--- src/rtl/cpu_ctrl_fsm.sv ---
// Accumulator-CPU sequencer: 8-phase fetch/decode/execute, HALTED parking; CTRL_SINGLE_STEP_EN adds step hold in S7.
// Outputs combinational from state/opcode/zero, one phase per clk; ena=0 idles to S0 (no backpressure otherwise).
module cpu_ctrl_fsm #(
    parameter int HALT_STICKY = 1
) (
    input  logic       clk,
    input  logic       rst_n,
    input  logic       ena,
`ifdef CTRL_SINGLE_STEP_EN
    input  logic       step,
`endif
    input  logic [2:0] opcode,
    input  logic       zero,
    output logic       load_ir,
    output logic       inc_pc,
    output logic       load_pc,
    output logic       rd,
    output logic       wr,
    output logic       alu_en,
    output logic       load_acc,
    output logic       datactl_ena,
    output logic       halt,
    output logic [3:0] state
);

    localparam logic [3:0] S0     = 4'd0;
    localparam logic [3:0] S1     = 4'd1;
    localparam logic [3:0] S2     = 4'd2;
    localparam logic [3:0] S3     = 4'd3;
    localparam logic [3:0] S4     = 4'd4;
    localparam logic [3:0] S5     = 4'd5;
    localparam logic [3:0] S6     = 4'd6;
    localparam logic [3:0] S7     = 4'd7;
    localparam logic [3:0] HALTED = 4'd8;

    localparam logic [2:0] OP_HLT  = 3'b000;
    localparam logic [2:0] OP_SKZ  = 3'b001;
    localparam logic [2:0] OP_ADD  = 3'b010;
    localparam logic [2:0] OP_ANDD = 3'b011;
    localparam logic [2:0] OP_XORR = 3'b100;
    localparam logic [2:0] OP_LDA  = 3'b101;
    localparam logic [2:0] OP_STO  = 3'b110;
    localparam logic [2:0] OP_JMP  = 3'b111;

    logic active;
    logic wrap_ok;
    logic is_alu_op;

`ifdef CTRL_SINGLE_STEP_EN
    assign wrap_ok = step;
`else
    assign wrap_ok = 1'b1;
`endif

    assign is_alu_op = (opcode == OP_ADD) || (opcode == OP_ANDD) ||
                       (opcode == OP_XORR) || (opcode == OP_LDA);

    // The arming edge only sets active, so S0 is presented for a full cycle
    // before the first fetch advances.
    always_ff @(posedge clk or negedge rst_n) begin
        if (!rst_n) begin
            state  <= S0;
            active <= 1'b0;
        end else if (state == HALTED) begin
            state  <= HALTED;
        end else if (!ena) begin
            state  <= S0;
            active <= 1'b0;
        end else if (!active) begin
            active <= 1'b1;
        end else begin
            case (state)
                S3:      state <= ((opcode == OP_HLT) && (HALT_STICKY != 0)) ? HALTED : S4;
                S7:      state <= wrap_ok ? S0 : S7;
                default: state <= state + 4'd1;
            endcase
        end
    end

    always_comb begin
        load_ir     = 1'b0;
        inc_pc      = 1'b0;
        load_pc     = 1'b0;
        rd          = 1'b0;
        wr          = 1'b0;
        alu_en      = 1'b0;
        load_acc    = 1'b0;
        datactl_ena = 1'b0;
        halt        = 1'b0;
        if (state == HALTED) begin
            halt = 1'b1;
        end else if (active) begin
            case (state)
                S0, S1: begin
                    rd      = 1'b1;
                    load_ir = 1'b1;
                    inc_pc  = 1'b1;
                end
                S3: halt = (opcode == OP_HLT);
                S4: begin
                    load_pc     = (opcode == OP_JMP);
                    rd          = is_alu_op;
                    alu_en      = is_alu_op;
                    datactl_ena = (opcode == OP_STO);
                end
                S5: begin
                    rd          = is_alu_op;
                    load_acc    = is_alu_op;
                    datactl_ena = (opcode == OP_STO);
                    wr          = (opcode == OP_STO);
                    inc_pc      = (opcode == OP_SKZ) && zero;
                end
                S6: begin
                    datactl_ena = (opcode == OP_STO);
                    inc_pc      = (opcode == OP_SKZ) && zero;
                end
                default: ;
            endcase
        end
    end

endmodule

--- config.mk ---
export PLATFORM = sky130hd
export DESIGN_NAME = cpu_ctrl_fsm
export DESIGN_NICKNAME = d
export VERILOG_FILES = /design/src/rtl/cpu_ctrl_fsm.sv
export SDC_FILE = /design/constraint.sdc
export NUM_CORES = 1
export LEC_CHECK = 0
export ABC_AREA = 1
export CORE_AREA = 8 8 45 47
export DETAILED_ROUTE_END_ITERATION = 12
export DIE_AREA = 0 0 53 55
export DONT_BUFFER_PORTS = 1
export HOLD_SLACK_MARGIN = 0.08
export PLACE_DENSITY = 0.54
export SLEW_MARGIN = 20
export SYNTH_ARGS = -nofsm -noshare
export SYNTH_HDL_FRONTEND = slang
export SYNTH_SLANG_ARGS = --single-unit
--- constraint.sdc ---
create_clock -name clk -period 3.4 [get_ports clk]
set_input_delay 0.34 -clock clk [delete_from_list [all_inputs] [get_ports clk]]
set_output_delay 0.34 -clock clk [all_outputs]
set_load 0.01 [all_outputs]
==> results.sh <==
export IMPL_highest_layer="met3"
export IMPL_syn_inst=71
export IMPL_hold_violations=0
export IMPL_drc_errors=0
export IMPL_final_common_cell="nand2_1"
export IMPL_layout_common_cells="nand2_1, inv_1, nand3_1"
export IMPL_start_util_pct=35.3
export IMPL_cts_made_buffers=3
export IMPL_insertion_delay_ns=0.23
export IMPL_layoutNonFillerInstCount=92
export IMPL_crit_arrival_ns=1.59
export IMPL_clockPowerShare_pct=36.4
export IMPL_seqCellArea_um2=125
export IMPL_overflow=0
export IMPL_grt_pass1_wl_um=1970
export IMPL_num_io_pins=20
export IMPL_ys_ff_latch=5
export IMPL_slew_headroom_pct=73.6
export IMPL_status="complete, no violations"
export IMPL_skew_ns=0.000512
export IMPL_setup_tns_ns=0
export IMPL_detailed_place_hpwl_um=1020
export IMPL_ant_nets=0
export IMPL_critical_path_class="reg -> out"
export IMPL_met1Wirelength_um=451
export IMPL_synth_area_um2=488
export IMPL_core_um2=1380
export IMPL_post_drt_via_cell_ratio=5.14
export IMPL_fp_dieW_um=53
export IMPL_drt_iter0_drc=10
export IMPL_globalplace_congestion=0.801
export IMPL_vias=473
export IMPL_start_kind="flop"
export IMPL_peakVddDrop_mv=0.178
export IMPL_placed_area_um2=508
export IMPL_cts_tree="built"
export IMPL_p_int_uw=121
export IMPL_worst_pin_slew_ns=0.392
export IMPL_die_h_um=55
export IMPL_diodes=0
export IMPL_p_leak_uw=0.000248
export IMPL_clock_sinks=5
export IMPL_slew_violations=0
export IMPL_portBuffers=0
export IMPL_hold_path_class="in -> reg"
export IMPL_rsz0062_at_grt="false"
export IMPL_final_area_um2=544
export IMPL_share_comb_of_total_power_pct=21.5
export IMPL_drt_first_pass_iters=4
export IMPL_multi_input_area_um2=329
export IMPL_timing_fmax_mhz=518
export IMPL_grt_max_degree=9
export IMPL_clock_path_buffers=2
export IMPL_final_nets=88
export IMPL_seqPwrFrac_pct=42.1
export IMPL_yosys_cell_types_count=20
export IMPL_fin_crit_ns=1.93
export IMPL_cts_root_buf="clkbuf_4"
export IMPL_cp_max_fo=6
export IMPL_swShare_pct=32.3
export IMPL_area_growth_pct=11.5
export IMPL_grt_pass1_vias=486
export IMPL_synth_seq_area_share_pct=25.6
export IMPL_grtUsageTotal_pct=8.79
export IMPL_yosysWarnings=0
export IMPL_finalCritPeriodShare_pct=56.8
export IMPL_max_cap_violations=0
export IMPL_synth_nets=82
export IMPL_cp_end_kind="primary output"
export IMPL_antenna_found_initial=0
export IMPL_die_area_um2=2920
export IMPL_wl_um=1190
export IMPL_routed_wl_met2_um=577
export IMPL_p_switching_uw=57.9
export IMPL_wl_met3_um=159
export IMPL_drive_gt1_share_pct=14.5
export IMPL_dp_cells=87
export IMPL_avgSynthCellArea_um2=6.87
export IMPL_power_density_nw_per_um2=329
export IMPL_fillers=154
export IMPL_num_rows=14
export IMPL_cp_required_ns=3.06
export IMPL_h_tree_depth=1
export IMPL_clkTransAtPathRegs_ns=0.04
export IMPL_setup_viol=0
export IMPL_wl_per_cell_um=12.9
==> layer usage <==
metal / global-route usage [%] / vias up
li1: - / 248
met4: 5.60 / 0
met5: 0 / -
met1: 8.63 / 209
met2: 15.0 / 16
met3: 3.74 / 0
==> power groups by stage <==
stage	logic [µW]	registers [µW]	clock network, µW
final	38.5	75.4	65.2
after CTS	39.5	75.2	69.4
after global routing	46.7	76.9	70.6
after global placement	37.1	76.1	0
after detailed placement	37.0	76.1	0
after floorplan	29.9	74.0	0
==> through the flow <==
step | utilization (%) | hold slack (ns) | total power, µW | worst slack (ns)
after floorplan | - | 0.0444 | 104 | 1.86
after global placement | 36.7 | 0.0446 | 113 | 1.74
after detailed placement | 36.7 | 0.0446 | 113 | 1.71
after CTS | 39.3 | 0.361 | 184 | 1.44
after global routing | 39.3 | 0.398 | 194 | 1.27
final | 39.3 | 0.373 | 179 | 1.47
==> kinds of logic (layout without fill, tap and decap cells) <==
kind of cell               after synthesis  after routing  synth area share (%)
buffers and inverters                    9             14                  6.92
AOI/OAI and AO/OA                       11             11                  13.1
and+or+nand+nor                         41             41                  42.3
adders and majority gates                4              4                  10.3
xor gates and xnor gates                 1              1                  1.80
DFF                                      5              5                  25.6
==> sequential cells by signal, summed over array words and instances, names as in the netlist <==
name,count
active,1
state,4
==> cells in the mapped netlist <==
library cell | instances | area [µm²]
nand4_1 | 3 | 18.8
o21ai_1 | 1 | 5.00
a21oi_2 | 1 | 8.76
o21ai_0 | 4 | 20.0
xnor2_1 | 1 | 8.76
inv_2 | 1 | 3.75
nand2_2 | 3 | 18.8
nand3_1 | 8 | 40.0
nor2_4 | 1 | 11.3
inv_1 | 8 | 30.0
nand2_1 | 13 | 48.8
nand3_2 | 1 | 10.0
nor3b_2 | 1 | 12.5
nor3_1 | 4 | 20.0
a21oi_1 | 3 | 15.0
nor2_1 | 7 | 26.3
o21a_1 | 1 | 7.51
dfrtp_1 | 5 | 125
o21bai_1 | 1 | 7.51
ha_1 | 4 | 50.1
==> what timing repair did <==
item | 4_1_cts | 5_1_grt
hold endpoints to repair | 5 | 0
hold buffers | 1 | 0
setup buffers | 0 | 0
resized for setup | 0 | 0
==> worst max-delay path: stages (launching register included) <==
cell and delay, ns:
dfrtp_1 0.46, inv_1 0.15, ha_1 0.25, nand2_1 0.07, nor2_1 0.18, nor2_1 0.08
nand2_1 0.07, nand2_1 0.09
==> layout make-up <==
class | instances | share of cell area [%]
clock buffer | 4 | 4.83
inverter | 9 | 6.21
multi-input combinational | 57 | 60.5
sequential | 5 | 23.0
tap | 16 | 3.68
timing repair buffer | 1 | 1.84
==> path summary, 6_finish.rpt <==
| kind | from | end | slack (ns) | cells after the start |
|---|---|---|---|---|
| max | state[0] | inc_pc | 1.47 | 7 |
| min | ena | state[3] | 0.37 | 4 |
| max reg2reg | state[0] | active | 1.92 | 6 |
| min reg2reg | active | state[2] | 0.70 | 3 |
| max in group asynchronous | rst_n | state[3] | 2.83 | 1 |
| min in group asynchronous | rst_n | state[0] | 0.39 | 1 |
Power figures use the tool's default switching activity.
